`config.mk`:
```
export PLATFORM = sky130hd
export DESIGN_NAME = ycbcr_pseudocolor_pipe_flat
export DESIGN_NICKNAME = d
export VERILOG_FILES = /design/src/rtl/ycbcr_pseudocolor_pipe_if.sv /design/src/rtl/ycbcr_pseudocolor_pipe.sv /design/src/flat_wrapper.sv
export SDC_FILE = /design/constraint.sdc
export NUM_CORES = 1
export LEC_CHECK = 0
export BUFFER_PORTS_ARGS = -buffer_cell sky130_fd_sc_hd__buf_2
export CORE_ASPECT_RATIO = 1.4
export CORE_MARGIN = 3
export CORE_UTILIZATION = 40
export DETAILED_ROUTE_END_ITERATION = 6
export PLACE_DENSITY = 0.57
export SLEW_MARGIN = 20
export SYNTH_ARGS = -nofsm -noshare
export SYNTH_HDL_FRONTEND = slang
export SYNTH_SLANG_ARGS = --single-unit
```
`constraint.sdc`:
```
create_clock -name clk -period 13.15 [get_ports clk]
set_clock_uncertainty 0.15 [all_clocks]
set_input_delay 1.315 -clock clk [delete_from_list [all_inputs] [get_ports clk]]
set_output_delay 1.315 -clock clk [all_outputs]
set_load 0.02 [all_outputs]
```
`src/rtl/ycbcr_pseudocolor_pipe_if.sv`:
```
// Pixel stream bundle for the pseudo-colour mapper:
// intensity samples in, registered YCbCr triples out.
interface ycbcr_pseudocolor_pipe_if #(
   parameter int DW = 10
);
   logic          in_valid;
   logic [DW-1:0] in_data;
   logic [DW-1:0] in_blue;
   logic          in_sof;
   logic          in_eof;
   logic          out_valid;
   logic [DW-1:0] out_y;
   logic [DW-1:0] out_cb;
   logic [DW-1:0] out_cr;

   modport master (
      output in_valid, in_data, in_blue,
      output in_sof, in_eof,
      input  out_valid, out_y, out_cb, out_cr
   );

   modport slave (
      input  in_valid, in_data, in_blue,
      input  in_sof, in_eof,
      output out_valid, out_y, out_cb, out_cr
   );
endinterface

```
`src/rtl/ycbcr_pseudocolor_pipe.sv`:
```
// Two-stage intensity -> YCbCr pseudo-colour mapper with
// frame-synchronous config shadowing and per-frame band stats.
module ycbcr_pseudocolor_pipe #(
   parameter int DW         = 10,
   parameter int THR_LO_DEF = 240,
   parameter int THR_HI_DEF = 767,
   parameter int CR_SAT     = 255,
   parameter int CNT_W      = 22
) (
   input  logic                   clk,
   input  logic                   reset,
   ycbcr_pseudocolor_pipe_if.slave px,
   input  logic [1:0]             cfg_mode,
   input  logic [DW-1:0]          cfg_thr_lo,
   input  logic [DW-1:0]          cfg_thr_hi,
   output logic [CNT_W-1:0]       stat_low,
   output logic [CNT_W-1:0]       stat_mid,
   output logic                   stat_valid
);

   typedef enum logic [1:0] {
      MODE_GRAY   = 2'd0,
      MODE_TWO    = 2'd1,
      MODE_THREE  = 2'd2,
      MODE_FREEZE = 2'd3
   } mode_e;

   typedef enum logic [1:0] {
      BAND_LO  = 2'd0,
      BAND_MID = 2'd1,
      BAND_HI  = 2'd2
   } band_e;

   localparam logic [DW-1:0] C_MID =
      {1'b1, {(DW-1){1'b0}}};
   localparam logic [DW-1:0] CB_BLUE =
      C_MID + DW'(5);
   localparam logic [DW-1:0] CB_RED =
      {2'b11, {(DW-2){1'b0}}};
   localparam logic [DW-1:0] CR_YEL = DW'(CR_SAT);
   localparam logic [DW-1:0] LO_DEF = DW'(THR_LO_DEF);
   localparam logic [DW-1:0] HI_DEF = DW'(THR_HI_DEF);

   mode_e            act_mode_q, act_mode_d;
   logic [DW-1:0]    act_lo_q, act_lo_d;
   logic [DW-1:0]    act_hi_q, act_hi_d;
   logic [CNT_W-1:0] cnt_low_q, cnt_low_d;
   logic [CNT_W-1:0] cnt_mid_q, cnt_mid_d;
   logic [CNT_W-1:0] base_low, base_mid;
   logic             load;
   band_e            band;

   logic             s1_valid_q, s1_valid_d;
   logic             s1_eof_q, s1_eof_d;
   logic [DW-1:0]    s1_data_q, s1_data_d;
   logic [DW-1:0]    s1_blue_q, s1_blue_d;
   band_e            s1_band_q, s1_band_d;
   mode_e            s1_mode_q, s1_mode_d;

   logic             out_valid_q, out_valid_d;
   logic [DW-1:0]    out_y_q, out_y_d;
   logic [DW-1:0]    out_cb_q, out_cb_d;
   logic [DW-1:0]    out_cr_q, out_cr_d;
   logic             stat_valid_q, stat_valid_d;
   logic [CNT_W-1:0] stat_low_q, stat_low_d;
   logic [CNT_W-1:0] stat_mid_q, stat_mid_d;

   logic [DW:0]      cr_sum;
   logic [DW-1:0]    cr_blue, y_blue, y_red;
   logic             sel_frz, sel_gray;
   logic             sel_blue, sel_red;

   // sof pixel already sees the freshly loaded config
   always_comb begin
      load       = px.in_valid & px.in_sof;
      act_mode_d = act_mode_q;
      act_lo_d   = act_lo_q;
      act_hi_d   = act_hi_q;
      if (load) begin
         act_mode_d = mode_e'(cfg_mode);
         act_lo_d   = cfg_thr_lo;
         act_hi_d   = cfg_thr_hi;
      end
      if (px.in_data < act_lo_d)
         band = BAND_LO;
      else if (px.in_data <= act_hi_d)
         band = BAND_MID;
      else
         band = BAND_HI;
   end

   always_comb begin
      base_low  = load ? '0 : cnt_low_q;
      base_mid  = load ? '0 : cnt_mid_q;
      cnt_low_d = cnt_low_q;
      cnt_mid_d = cnt_mid_q;
      if (px.in_valid) begin
         cnt_low_d = base_low;
         cnt_mid_d = base_mid;
         if (band == BAND_LO && !(&base_low))
            cnt_low_d = base_low + CNT_W'(1);
         if (band == BAND_MID && !(&base_mid))
            cnt_mid_d = base_mid + CNT_W'(1);
      end
   end

   always_comb begin
      s1_valid_d = px.in_valid;
      s1_eof_d   = px.in_valid & px.in_eof;
      s1_data_d  = px.in_data;
      s1_blue_d  = px.in_blue;
      s1_band_d  = band;
      s1_mode_d  = act_mode_d;
   end

   always_comb begin
      cr_sum   = {1'b0, C_MID} + {1'b0, s1_data_q};
      cr_blue  = cr_sum[DW] ? '1 : cr_sum[DW-1:0];
      y_blue   = {s1_data_q[DW-2:0], 1'b1};
      y_red    = {1'b0, s1_data_q[DW-3:0], 1'b0};
      sel_frz  = s1_mode_q == MODE_FREEZE;
      sel_gray = s1_mode_q == MODE_GRAY;
      sel_blue = (s1_mode_q == MODE_TWO ||
                  s1_mode_q == MODE_THREE) &&
                 s1_band_q == BAND_LO;
      sel_red  = s1_mode_q == MODE_THREE &&
                 s1_band_q == BAND_MID;
   end

   // outputs hold on idle cycles and in freeze mode
   always_comb begin
      out_valid_d = s1_valid_q;
      out_y_d     = out_y_q;
      out_cb_d    = out_cb_q;
      out_cr_d    = out_cr_q;
      if (s1_valid_q) begin
         unique case (1'b1)
            sel_frz: begin
               out_y_d = out_y_q;
            end
            sel_gray: begin
               out_y_d  = s1_data_q;
               out_cb_d = C_MID;
               out_cr_d = C_MID;
            end
            sel_blue: begin
               out_y_d  = y_blue;
               out_cb_d = CB_BLUE;
               out_cr_d = cr_blue;
            end
            sel_red: begin
               out_y_d  = y_red;
               out_cb_d = CB_RED;
               out_cr_d = C_MID;
            end
            default: begin
               out_y_d  = s1_data_q;
               out_cb_d = s1_blue_q;
               out_cr_d = CR_YEL;
            end
         endcase
      end
   end

   // cnt_*_q already includes the eof pixel one edge earlier
   always_comb begin
      stat_valid_d = s1_valid_q & s1_eof_q;
      stat_low_d   = stat_low_q;
      stat_mid_d   = stat_mid_q;
      if (stat_valid_d) begin
         stat_low_d = cnt_low_q;
         stat_mid_d = cnt_mid_q;
      end
   end

   always_ff @(posedge clk or posedge reset) begin
      if (reset) begin
         act_mode_q   <= MODE_TWO;
         act_lo_q     <= LO_DEF;
         act_hi_q     <= HI_DEF;
         cnt_low_q    <= '0;
         cnt_mid_q    <= '0;
         s1_valid_q   <= 1'b0;
         s1_eof_q     <= 1'b0;
         s1_data_q    <= '0;
         s1_blue_q    <= '0;
         s1_band_q    <= BAND_LO;
         s1_mode_q    <= MODE_TWO;
         out_valid_q  <= 1'b0;
         out_y_q      <= '0;
         out_cb_q     <= C_MID;
         out_cr_q     <= C_MID;
         stat_valid_q <= 1'b0;
         stat_low_q   <= '0;
         stat_mid_q   <= '0;
      end else begin
         act_mode_q   <= act_mode_d;
         act_lo_q     <= act_lo_d;
         act_hi_q     <= act_hi_d;
         cnt_low_q    <= cnt_low_d;
         cnt_mid_q    <= cnt_mid_d;
         s1_valid_q   <= s1_valid_d;
         s1_eof_q     <= s1_eof_d;
         s1_data_q    <= s1_data_d;
         s1_blue_q    <= s1_blue_d;
         s1_band_q    <= s1_band_d;
         s1_mode_q    <= s1_mode_d;
         out_valid_q  <= out_valid_d;
         out_y_q      <= out_y_d;
         out_cb_q     <= out_cb_d;
         out_cr_q     <= out_cr_d;
         stat_valid_q <= stat_valid_d;
         stat_low_q   <= stat_low_d;
         stat_mid_q   <= stat_mid_d;
      end
   end

   assign px.out_valid = out_valid_q;
   assign px.out_y     = out_y_q;
   assign px.out_cb    = out_cb_q;
   assign px.out_cr    = out_cr_q;
   assign stat_valid   = stat_valid_q;
   assign stat_low     = stat_low_q;
   assign stat_mid     = stat_mid_q;

endmodule

```
`src/flat_wrapper.sv`:
```
// flat-port wrapper written by rule: the top's interface ports become plain ports
module ycbcr_pseudocolor_pipe_flat 
#(
   parameter int DW         = 10,
   parameter int THR_LO_DEF = 240,
   parameter int THR_HI_DEF = 767,
   parameter int CR_SAT     = 255,
   parameter int CNT_W      = 22
)
  (clk, reset, cfg_mode, cfg_thr_lo, cfg_thr_hi, stat_low, stat_mid, stat_valid, px_in_valid, px_in_data, px_in_blue, px_in_sof, px_in_eof, px_out_valid, px_out_y, px_out_cb, px_out_cr);
  ycbcr_pseudocolor_pipe_if #(.DW(DW)) px_i ();
  input  logic clk;
  input  logic reset;
  input  logic [1:0] cfg_mode;
  input  logic [DW-1:0] cfg_thr_lo;
  input  logic [DW-1:0] cfg_thr_hi;
  output logic [CNT_W-1:0] stat_low;
  output logic [CNT_W-1:0] stat_mid;
  output logic stat_valid;
  input wire logic [$bits(px_i.in_valid)-1:0] px_in_valid;
  input wire logic [$bits(px_i.in_data)-1:0] px_in_data;
  input wire logic [$bits(px_i.in_blue)-1:0] px_in_blue;
  input wire logic [$bits(px_i.in_sof)-1:0] px_in_sof;
  input wire logic [$bits(px_i.in_eof)-1:0] px_in_eof;
  output wire logic [$bits(px_i.out_valid)-1:0] px_out_valid;
  output wire logic [$bits(px_i.out_y)-1:0] px_out_y;
  output wire logic [$bits(px_i.out_cb)-1:0] px_out_cb;
  output wire logic [$bits(px_i.out_cr)-1:0] px_out_cr;
  assign px_i.in_valid = px_in_valid;
  assign px_i.in_data = px_in_data;
  assign px_i.in_blue = px_in_blue;
  assign px_i.in_sof = px_in_sof;
  assign px_i.in_eof = px_in_eof;
  assign px_out_valid = px_i.out_valid;
  assign px_out_y = px_i.out_y;
  assign px_out_cb = px_i.out_cb;
  assign px_out_cr = px_i.out_cr;
  ycbcr_pseudocolor_pipe #(.DW(DW), .THR_LO_DEF(THR_LO_DEF), .THR_HI_DEF(THR_HI_DEF), .CR_SAT(CR_SAT), .CNT_W(CNT_W)) u_core (.clk(clk), .reset(reset), .px(px_i), .cfg_mode(cfg_mode), .cfg_thr_lo(cfg_thr_lo), .cfg_thr_hi(cfg_thr_hi), .stat_low(stat_low), .stat_mid(stat_mid), .stat_valid(stat_valid));
endmodule
```
==> results by group <==
Layout
  – Ant. Diodes: 0
  – # nets final: 856
  – Layout cells sized above 1: 0.2932
  – Area Overhead vs Synth: 18.71%

Timing
  – WHS: 326.0 ps
  – Max frequency: 222.0 MHz
  – Final period util: 0.3426
  – Endpoints failing setup: 0
  – Final hold vios: 0
  – Tmin final: 4505 ps
  – Unrepaired setup endpoints after global routing: false
  – Final TNS setup: 0 ps
  – Worst-Margin Slew: 1038 ps
  – Fin. max-slew vios: 0
  – Slew HR: 0.3057

Critical path
  – FF-to-FF End: u_core.cnt_mid_q[9]
  – R2R depth: 10
  – Reg-to-reg critical path startpoint: u_core.act_hi_q[3]
  – Element type at the critical path end: register
  – Startpoint types: input pin
  – WP data required: 13,350 ps
  – Setup CP Type: in2reg
  – Arrival time worst endpoint: 4700 ps
  – R2R Setup Slk: 9980 ps
  – CP max FO: 46
  – Critical Path Source: px_in_valid

Synthesis
  – Sequential share of the synthesized area: 0.5648
  – Instance count of the mapped netlist: 668
  – Mapped Area: 7391 um^2
  – Post-synth EDFFs: 0
  – Post-synth cell types: 61
  – Synthesized area per cell: 11.06 um^2
  – Post-synth net total: 739
  – FFs w/ async S/R, synth: 1.000
  – Top FF cell, synth: dfrtp_1
  – Yosys warnings: 0
  – #FFs+latches synth: 166

Pwr
  – Leak: 4.335 nW
  – Pwr Total: 1.318 mW
  – VDD IR max: 0.08470 mV
  – Power density over the cells: 150.2 nW/um^2

Job
  – Max-cap violations: 0

Clocking
  – CTS sink cnt: 166
  – Clock root buffer: clkbuf_16
  – Hold-fix buffers, CTS: 0
  – Worst-path clk slew: 60 ps
  – Post-CTS setup buffers: 0
  – Later-pin clock latency in the skew report: 420 ps
  – Post-CTS sizing: 0
  – CTS Buffer Depth: 2
  – CTS buffer count: 17
  – CTS tree: yes
  – Htree depth: 4

Place
  – Final HPWL from detailed placement: 12,170 um
  – Gpl congestion: 0.8218
  – # port buffers: 122

Floorplan
  – Row cnt: 58
  – I/O pin count: 123
  – Starting Density: 0.4090
  – DIE WIDTH: 120.9 um
  – Area of the die: 20,170 um^2
  – Die height: 166.8 um
  – CORE AREA: 18,070 um^2

Global route
  – Initial antenna violation count: 0
  – Vias in the first global route: 5,581
  – First-pass GRT wire length: 28,470 um
  – Grt ovf: 0
  – Largest net degree at the start of global routing: 88
  – GRT Total Usage: 0.1772

Route
  – Routed WL per cell: 16.37 um
  – First drt pass iteration count: 5
  – Total wire length: 16,990 um
  – Vias per cell: 5.089
  – Total number of vias: 5,282
  – Initial DRC count: 387
  – Detail Route Antenna Nets: 0
  – Drc violations: 0

Hold path
  – Worst Hold End: u_core.act_lo_q[1]
  – Tightest Hold Check Type: reg2reg
  – Hold path depth: 2
  – Hold_sp: u_core.act_lo_q[1]

Outcome
  – Status: complete, no violations
-- routing by layer --
layer	vias to the layer above	part of all wire	global-route usage
met5	-	0	0
met4	0	0.019	0.06607
met3	22	0.042	0.03736
met2	149	0.50	0.2957
met1	2564	0.44	0.2256
li1	2547	-	-
-- flip-flops by register name, summed over array words and instances, names as in the netlist --
signal / count
u_core.act_hi_q: 10
u_core.stat_valid: 1
u_core.px.out_y: 10
u_core.out_valid_d: 1
u_core.px.out_cr: 10
u_core.s1_band_q: 2
u_core.s1_eof_q: 1
u_core.s1_blue_q: 10
u_core.s1_data_q: 10
u_core.act_mode_q: 2
u_core.cnt_mid_q: 22
u_core.px.out_cb: 10
u_core.cnt_low_q: 22
u_core.stat_low: 22
u_core.px.out_valid: 1
u_core.stat_mid: 22
u_core.act_lo_q: 10
-- critical path: stages --
cell,delay [ps]
buf_2,180
nand2_2,70
buf_4,490
mux2i_1,310
ha_1,280
a21o_1,160
a21o_1,200
a2111oi_4,430
o22ai_2,250
clkinv_2,120
nand2_2,190
or4_1,520
a21oi_1,150
-- report_power, final --
| part | switching [mW] | leakage (nW) | internal (mW) | total, mW |
|---|---|---|---|---|
| logic | 0.164 | 1.95 | 0.0887 | 0.252 |
| registers | 0.0329 | 2.12 | 0.572 | 0.605 |
| clock network | 0.202 | 0.260 | 0.258 | 0.460 |
| total | 0.398 | 4.34 | 0.920 | 1.32 |
-- layout by cell type (no fill, tap or decap), drive strengths merged, types with 3 or more instances in the layout --
cell and instances:
clkinvlp 3, inv 34, nor2 51, o31ai 3
nand2b 5, nand2 85, buf 127, dfrtp 150
nand4 19, a31oi 11, a21oi 27, or2 4
mux2 40, xor2 10, nor4 6, nor3 11
clkbuf 23, a21o 6, nand3 19, dfstp 16
ha 24, and2 7, mux2i 22, o21ai 27
clkinv 6, or3 6, and4 6, xnor2 17
and3 5
-- how the worst max path moves through the flow --
stage                           endpoint  slack, ps  cells after the start
CTS                  u_core.cnt_mid_q[9]       8650                     13
global route        u_core.cnt_low_q[21]       8390                     12
floorplan             u_core.act_hi_q[8]       7220                      1
finish               u_core.cnt_mid_q[9]       8650                     13
global placement     u_core.cnt_mid_q[9]       8320                     13
detailed placement   u_core.cnt_mid_q[9]       8210                     13
-- layout make-up --
class | instances | area, um^2
fill | 1682 | 9296
sequential | 166 | 4174
multi-input combinational | 439 | 2964
timing repair buffer | 127 | 651.9
clock buffer | 23 | 478.0
tap | 240 | 300.3
inverter | 34 | 133.9
clock inverter | 9 | 71.32
-- cells in the mapped netlist (all sizes together) (7+ instances only) --
| cell type | count | area, um^2 |
|---|---|---|
| dfrtp | 150 | 3754 |
| a21oi | 27 | 135.1 |
| ha | 24 | 300.3 |
| dfstp | 16 | 420.4 |
| nand4 | 19 | 140.1 |
| mux2 | 40 | 450.4 |
| xor2 | 10 | 87.58 |
| inv | 32 | 120.1 |
| a31oi | 11 | 68.82 |
| mux2i | 22 | 220.2 |
| o21ai | 27 | 135.1 |
| xnor2 | 17 | 148.9 |
| clkbuf | 15 | 57.55 |
| nor2 | 51 | 201.5 |
| nor3 | 11 | 55.05 |
| nand3 | 19 | 95.09 |
| nand2 | 85 | 321.6 |
| buf | 14 | 73.82 |
| and2 | 7 | 43.79 |
-- stage by stage --
step	setup WS [ps]	instances	utilization	instance area, um^2
after detailed placement	8206	1006	0.4549	8220
after global routing	8389	1038	0.4855	8773
final	8645	1038	0.4855	8773
after CTS	8652	1038	0.4853	8770
after global placement	8315	1006	0.4549	8220
after floorplan	7221	668	-	7391
-- cells by family after synthesis --
logic type	synth area share
buffers and inverters	0.03521
multiplexers	0.09074
AO/OA/AOI/OAI	0.07991
flip-flops	0.5648
adder cells (fa/ha/maj)	0.04063
XOR/XNOR	0.03200
AND/OR/NAND/NOR	0.1568
Power figures use the tool's default switching activity.
